--- config.mk ---
export PLATFORM = sky130hd
export DESIGN_NAME = fifo_tx_scheduler
export DESIGN_NICKNAME = d
export VERILOG_FILES = /design/src/rtl/fifo_tx_scheduler.sv
export SDC_FILE = /design/constraint.sdc
export NUM_CORES = 1
export LEC_CHECK = 0
export CAP_MARGIN = 15
export CORE_AREA = 2 2 70 72
export CTS_CLUSTER_DIAMETER = 80
export DETAILED_ROUTE_END_ITERATION = 10
export DIE_AREA = 0 0 72 74
export GPL_ROUTABILITY_DRIVEN = 0
export HOLD_SLACK_MARGIN = 0.08
export PLACE_DENSITY_LB_ADDON = 0.05
export SKIP_LAST_GASP = 1
export SLEW_MARGIN = 10
export SYNTH_ARGS = -nofsm -noshare
export SYNTH_HDL_FRONTEND = slang
export SYNTH_SLANG_ARGS = --single-unit
--- constraint.sdc ---
create_clock -name i_Clock -period 2.2 [get_ports i_Clock]
set_input_delay 0.33 -clock i_Clock [delete_from_list [all_inputs] [get_ports i_Clock]]
set_output_delay 0.33 -clock i_Clock [all_outputs]
set_load 0.01 [all_outputs]
--- src/rtl/fifo_tx_scheduler.sv ---
// fifo_tx_scheduler: sits between the synq_fifo read port and uart_tx.
// It reads one byte at a time, launches it with a one-cycle DV strobe,
// waits for Tx_Done, inserts an optional idle gap, counts completed bytes
// and raises a sticky error if the transmitter never reports Done.
// Optional feature macro: TX_SCHED_CTS_EN adds i_Cts_n (active-low
// clear-to-send) which gates new FIFO reads.
// Handshake: o_rd_en is a one-cycle pulse issued only from IDLE, so at most
// one byte is ever in flight; o_Tx_DV is a one-cycle launch pulse with
// o_Tx_Byte valid in the same cycle and held until the next capture.
module fifo_tx_scheduler #(
  parameter int RD_LATENCY    = 1,
  parameter int IDLE_GAP_CLKS = 0,
  parameter int TIMEOUT_CLKS  = 20000,
  parameter int CNT_W         = 16
) (
  input  logic             i_Clock,
  input  logic             i_Rst_n,
  input  logic             i_f_empty,
  input  logic [7:0]       i_rd_data,
  output logic             o_rd_en,
  input  logic             i_Tx_Active,
  input  logic             i_Tx_Done,
`ifdef TX_SCHED_CTS_EN
  input  logic             i_Cts_n,
`endif
  output logic             o_Tx_DV,
  output logic [7:0]       o_Tx_Byte,
  output logic             o_Busy,
  output logic [CNT_W-1:0] o_Byte_Cnt,
  output logic             o_Err
);

  localparam int TO_W  = $clog2(TIMEOUT_CLKS + 1);
  localparam int GAP_W = (IDLE_GAP_CLKS > 1) ? $clog2(IDLE_GAP_CLKS) : 1;
  localparam logic [1:0]       LAT_INIT = 2'(RD_LATENCY);
  localparam logic [TO_W-1:0]  TO_LAST  = TO_W'(TIMEOUT_CLKS - 1);
  localparam logic [GAP_W-1:0] GAP_LAST = GAP_W'((IDLE_GAP_CLKS > 0) ? IDLE_GAP_CLKS - 1 : 0);

  typedef enum logic [2:0] {
    S_IDLE      = 3'd0,
    S_RD_WAIT   = 3'd1,
    S_LAUNCH    = 3'd2,
    S_WAIT_DONE = 3'd3,
    S_GAP       = 3'd4
  } state_e;

  state_e            state_q, state_d;
  logic [1:0]        lat_q, lat_d;
  logic [TO_W-1:0]   to_q, to_d;
  logic [GAP_W-1:0]  gap_q, gap_d;
  logic [CNT_W-1:0]  cnt_q, cnt_d;
  logic              err_q, err_d;
  logic              rd_en_q, rd_en_d;
  logic              dv_q, dv_d;
  logic [7:0]        byte_q, byte_d;
  logic              busy_q;
  logic              cts_ok;

`ifdef TX_SCHED_CTS_EN
  logic [1:0] cts_sync_q;

  // Two-flop synchroniser for the asynchronous CTS line; resets to "not clear".
  always_ff @(posedge i_Clock or negedge i_Rst_n) begin
    if (!i_Rst_n) cts_sync_q <= 2'b11;
    else          cts_sync_q <= {cts_sync_q[0], i_Cts_n};
  end

  assign cts_ok = ~cts_sync_q[1];
`else
  assign cts_ok = 1'b1;
`endif

  // State, counters and all outputs are registered here.
  always_ff @(posedge i_Clock or negedge i_Rst_n) begin
    if (!i_Rst_n) begin
      state_q <= S_IDLE;
      lat_q   <= '0;
      to_q    <= '0;
      gap_q   <= '0;
      cnt_q   <= '0;
      err_q   <= 1'b0;
      rd_en_q <= 1'b0;
      dv_q    <= 1'b0;
      byte_q  <= 8'h00;
      busy_q  <= 1'b0;
    end else begin
      state_q <= state_d;
      lat_q   <= lat_d;
      to_q    <= to_d;
      gap_q   <= gap_d;
      cnt_q   <= cnt_d;
      err_q   <= err_d;
      rd_en_q <= rd_en_d;
      dv_q    <= dv_d;
      byte_q  <= byte_d;
      busy_q  <= (state_d != S_IDLE);
    end
  end

  // Next-state logic; strobes default low so they last exactly one cycle.
  always_comb begin
    state_d = state_q;
    lat_d   = lat_q;
    to_d    = to_q;
    gap_d   = gap_q;
    cnt_d   = cnt_q;
    err_d   = err_q;
    rd_en_d = 1'b0;
    dv_d    = 1'b0;
    byte_d  = byte_q;
    case (state_q)
      S_IDLE: begin
        if (!i_f_empty && !i_Tx_Active && cts_ok) begin
          rd_en_d = 1'b1;
          lat_d   = LAT_INIT;
          state_d = S_RD_WAIT;
        end
      end
      S_RD_WAIT: begin
        // The o_rd_en cycle is the first RD_WAIT cycle; data is sampled at
        // the end of the cycle lying RD_LATENCY cycles after it.
        if (lat_q == 2'd0) begin
          byte_d  = i_rd_data;
          dv_d    = 1'b1;
          to_d    = '0;
          state_d = S_LAUNCH;
        end else begin
          lat_d = lat_q - 2'd1;
        end
      end
      S_LAUNCH: begin
        // The launch cycle is the first clock counted toward the timeout.
        to_d    = to_q + TO_W'(1);
        state_d = S_WAIT_DONE;
      end
      S_WAIT_DONE: begin
        if (i_Tx_Done) begin
          cnt_d = cnt_q + CNT_W'(1);
          if (IDLE_GAP_CLKS > 0) begin
            gap_d   = '0;
            state_d = S_GAP;
          end else begin
            state_d = S_IDLE;
          end
        end else if (to_q == TO_LAST) begin
          err_d   = 1'b1;
          state_d = S_IDLE;
        end else begin
          to_d = to_q + TO_W'(1);
        end
      end
      S_GAP: begin
        if (gap_q == GAP_LAST) state_d = S_IDLE;
        else                   gap_d   = gap_q + GAP_W'(1);
      end
      default: state_d = S_IDLE;
    endcase
  end

  assign o_rd_en    = rd_en_q;
  assign o_Tx_DV    = dv_q;
  assign o_Tx_Byte  = byte_q;
  assign o_Busy     = busy_q;
  assign o_Byte_Cnt = cnt_q;
  assign o_Err      = err_q;

endmodule

## After elaboration in Yosys (flattened, before gate mapping)

Index checks and enable logic that the tools add are counted.

| storage, ports and cells | value |
|---|---|
| register bits | 49 |
| bits of input ports | 13 |
| output and inout port bits | 28 |
| logic and storage cells | 56 |

| cells by class | value |
|---|---|
| add/subtract/negate cells | 4 |
| equality and inequality tests | 10 |
| muxes and demuxes | 18 |
| bitwise operators | 1 |
| reductions and logical operators | 13 |

Operator list:

| kind | number |
|---|---|
| $mux W15 | 3 |
| $pmux W15 S3 | 1 |
| $add A16 B1 Y16 const B | 1 |
| $add A15 B1 Y15 const B | 1 |
| $eq A15 B15 Y1 const B | 1 |
| $mux W3 | 5 |
| $pmux W3 S5 | 1 |
| $ne A2 B2 Y1 const B | 5 |
| $eq A3 B2 Y1 const B | 2 |
| $reduce_and A3 Y1 | 2 |
| $reduce_bool A3 Y1 | 2 |
| $mux W1 | 5 |
| $mux W2 | 2 |
| $pmux W2 S2 | 1 |
| $reduce_and A2 Y1 | 2 |
| $reduce_and A4 Y1 | 1 |
| $eq A3 B1 Y1 const B | 1 |
| $eq A3 B3 Y1 const B | 1 |
| $logic_not A3 Y1 | 1 |
| $logic_not A1 Y1 | 2 |
| $logic_not A2 Y1 | 1 |
| $reduce_bool A2 Y1 | 1 |
| $sub A2 B1 Y2 const B | 1 |
| $add A1 B1 Y1 const B | 1 |
| 2 further kinds | 2 |

## Depth between registers and ports, before layout

| depth | value |
|---|---|
| depth in word-level cells | 5 |
| depth in mapped cells | 8 |

## Worst setup path after synthesis

OpenSTA, ideal clock, no wires.

| path | value |
|---|---|
| path kind | register -> register |
| start | register to_q[0] |
| end | register to_q[14] |
| setup time | 0.078 ns |
| arrival time | 1.755 ns |
| data required time | 2.122 ns |
| slack | 0.367 ns |
| stages on the path, launching flop included | 8 |
| path buffers | 1 |
| clock period less this slack | 1.833 ns |
| cell sequence | dfrtp_1 > ha_1 > nand4_1 > nor4_4 > o21a_1 > buf_6 > or4_1 > a21oi_1 |

| on the way | value |
|---|---|
| cells in the longest elaborated chain, start to end | 4 |

RTL lines:

| element | RTL line | source |
|---|---|---|
| from (decl) | 49 | `logic [TO_W-1:0] to_q, to_d;` |
| from (signal assigned) | 89 | `to_q <= to_d;` |
| $add A15 B1 Y15 | 133, 149 |  |
| $mux W15 | 145 | `end else if (to_q == TO_LAST) begin` |
| $mux W15 | 137 | `if (i_Tx_Done) begin` |
| $pmux W15 S3 | 111 | `case (state_q)` |

Several ways; a longest one is shown, not always the timed one. The select of a mux whose other input is x is not followed.
A chain may end at the register's enable or synchronous reset.

## Final worst setup path

| path | value |
|---|---|
| start | register to_q[5] |
| end | register to_q[4] |

| on the way | value |
|---|---|
| cells in the longest elaborated chain, start to end | 3 |

RTL lines:

| element | RTL line |
|---|---|
| $eq A15 B15 Y1 | 145 |
| $ne A2 B2 Y1 (no line) | n/a |
| $reduce_and A4 Y1 (no line) | n/a |

No other way between the ends.

==> impl_metrics.json <==
{
  "setup_viol": 0,
  "cp-start-kind": "flip-flop",
  "cp.arrival_ps": 2220,
  "synth.avg_cell_area_sq_um": 11.0,
  "seq_area_frac_synth_pct": 55.1,
  "power.density_nw_per_um2": 930,
  "synth_warnings": 0,
  "vias": 1626,
  "post_dp_cell_area_sq_um": 2660,
  "drc": 0,
  "fin_tns_setup_ps": 0,
  "fin_nets": 267,
  "critPathLaunch": "to_q[5]$_DFFE_PN0P_",
  "synth_edf_count": 0,
  "area_growth_pct": 26.9,
  "initial_utilization_pct": 47.4,
  "cts_tree": "done",
  "endpoint": "to_q[4]$_DFFE_PN0P_",
  "path_class": "flip-flop to flip-flop",
  "grt_pass1_wl_mm": 7.33,
  "synth_cells": 199,
  "clock.fmax_mhz": 499,
  "cts_sinks": 48,
  "r2r_end": "to_q[4]$_DFFE_PN0P_",
  "rsz0062_at_grt": "no",
  "num_antenna_cells": 0,
  "period_share_pct": 91.0,
  "antenna_found_initial": 0,
  "htreeDepth": 2,
  "numPortBuffers": 40,
  "drt_first_pass_iters": 4,
  "core_area_sq_um": 4600,
  "finalHoldViolations": 0,
  "ys_ff_latch": 48,
  "hold_path_class": "flip-flop to flip-flop",
  "grt-ovfl-total": 0,
  "syn_nets": 215,
  "routedWlPerCell_microns": 13.9,
  "crit_fanout": 11,
  "root_buffer": "clkbuf_8",
  "drive_gt1_share_pct": 11.5,
  "async_flop_share_pct": 100,
  "die_h_microns": 74,
  "worstReg2RegStart": "to_q[5]$_DFFE_PN0P_",
  "io_pins": 41,
  "via_per_inst": 5.31,
  "first_iter_violations": 89,
  "die_width_microns": 72,
  "grt_max_degree": 28,
  "design.die.area_sq_um": 5330,
  "hpwl_mm": 3.23,
  "finalWirelength_mm": 4.26,
  "period_needed_ps": 2000,
  "worst_ep_required_time_ps": 2410,
  "clk_path_buf_depth": 2,
  "leakagePower_nw": 1.24,
  "clk_pin_slew_worst_paths_ps": 80,
  "postRouteAntennaNets": 0,
  "finish.instance_area_sq_um": 2770,
  "r2r_slack_ps": 200,
  "total_power_w": 0.00257,
  "status": "finished clean",
  "synthesis.area_sq_um": 2180,
  "clock_skew_ps": 5.53,
  "endpoint_kind": "flip-flop",
  "grt.total_usage_pct": 18.0,
  "synthFlopType": "dfrtp_1",
  "cts_buffers": 5,
  "maxCapViolations": 0,
  "clkLatencyLatePin_ps": 300,
  "grt_pass1_vias": 1573,
  "num_rows": 25,
  "vdd_drop_max_mv": 0.510,
  "reg2reg_depth": 6,
  "drv_slew": 0,
  "synth_cell_types": 46
}
-- per-layer routing --
metal | global-route usage, % | part of all wire, % | routed length [microns]
met1 | 23.7 | 45 | 1910
met2 | 29.2 | 50 | 2130
met3 | 4.88 | 3.9 | 165
met4 | 6.29 | 1.3 | 57
met5 | 0 | 0 | 0
-- registers in the layout (all words and copies together) (netlist names) --
name,cells
lat_q,2
state_q,3
o_rd_en,1
o_Tx_Byte,8
o_Err,1
o_Byte_Cnt,16
to_q,15
o_Tx_DV,1
o_Busy,1
-- cells by family after synthesis --
family	share of synthesized area, %
compound gates	6.31
xor+xnor	8.04
simple gates	22.4
fa+ha+maj	1.72
flops	55.1
mux	2.47
buf+inv	3.79
other cells	0.172
-- cell usage after synthesis, types with 2 or more instances --
cell | count | area share [%]
dfrtp_1 | 48 | 55
nand2_1 | 38 | 6.5
xnor2_1 | 15 | 6.0
nand3_1 | 12 | 2.8
nor2_1 | 10 | 1.7
nand4_1 | 8 | 2.3
inv_1 | 6 | 1.0
o31ai_1 | 5 | 1.7
xor2_1 | 5 | 2.0
a21oi_1 | 3 | 0.69
ha_1 | 3 | 1.7
o211ai_1 | 3 | 1.0
o21ai_0 | 3 | 0.69
or4_1 | 3 | 1.0
and3_1 | 2 | 0.57
and4_1 | 2 | 0.80
buf_1 | 2 | 0.34
mux2i_1 | 2 | 0.92
nand2b_1 | 2 | 0.57
-- layout by cell type, fill, tap and decap left out, types with 5 or more instances in the layout --
cell and count:
xor2_1 5, o31ai_1 5, xnor2_1 15, clkbuf_8 6
nand3_1 12, dfrtp_1 48, nor2_1 10, nand2_1 38
clkdlybuf4s50_1 39, inv_1 6, nand4_1 8, buf_4 10
-- worst max-delay path, cell delays in order (launching register included) --
cell      delay (ps)
dfrtp_1          430
or4_4            540
nor4_4           280
o21a_2           270
buf_4            210
o211ai_1         110
o31ai_1           70
-- where the power goes --
| group | switching [W] | internal, W |
|---|---|---|
| registers | 0.000193 | 0.00111 |
| logic | 0.000328 | 0.000411 |
| clock network | 0.000283 | 0.000251 |
| total | 0.000803 | 0.00177 |
-- per-stage QoR --
stage / hold slack (ps) / worst slack (ps) / cells / util [%]
after floorplan: 34.4 / 367 / 199 / -
after global placement: 327 / 138 / 297 / 57.9
after detailed placement: 330 / 81.2 / 297 / 57.9
after CTS: 478 / 81.0 / 306 / 60.1
after global routing: 498 / 62.4 / 306 / 60.1
final: 469 / 198 / 306 / 60.1
-- final cells by class --
type,instances,area [sq um]
Clock inverter,2,10.0
Sequential cell,48,1200
Timing Repair Buffer,51,480
Tap cell,54,67.6
Clock buffer,6,82.6
Fill cell,372,1830
Multi-Input combinational cell,138,897
Inverter,7,26.3
-- worst min-delay path by stage --
stage | cells after the start | startpoint | end
floorplan | 0 | i_Rst_n | lat_q[0]$_DFFE_PN0P_
global placement | 2 | i_Rst_n | to_q[13]$_DFFE_PN0P_
detailed placement | 2 | i_Rst_n | to_q[11]$_DFFE_PN0P_
CTS | 1 | o_Byte_Cnt[15]$_DFFE_PN0P_ | o_Byte_Cnt[15]$_DFFE_PN0P_
global route | 1 | o_Byte_Cnt[15]$_DFFE_PN0P_ | o_Byte_Cnt[15]$_DFFE_PN0P_
finish | 1 | o_Byte_Cnt[15]$_DFFE_PN0P_ | o_Byte_Cnt[15]$_DFFE_PN0P_
-- what timing repair did --
item | CTS | global route
setup buffers | 0 | 0
hold buffers | 1 | 0
gates resized for setup | 0 | 1
endpoints found under the hold margin | 48 | 0
endpoints found under the setup margin | 0 | 3
(Power assumes the default switching activity.)
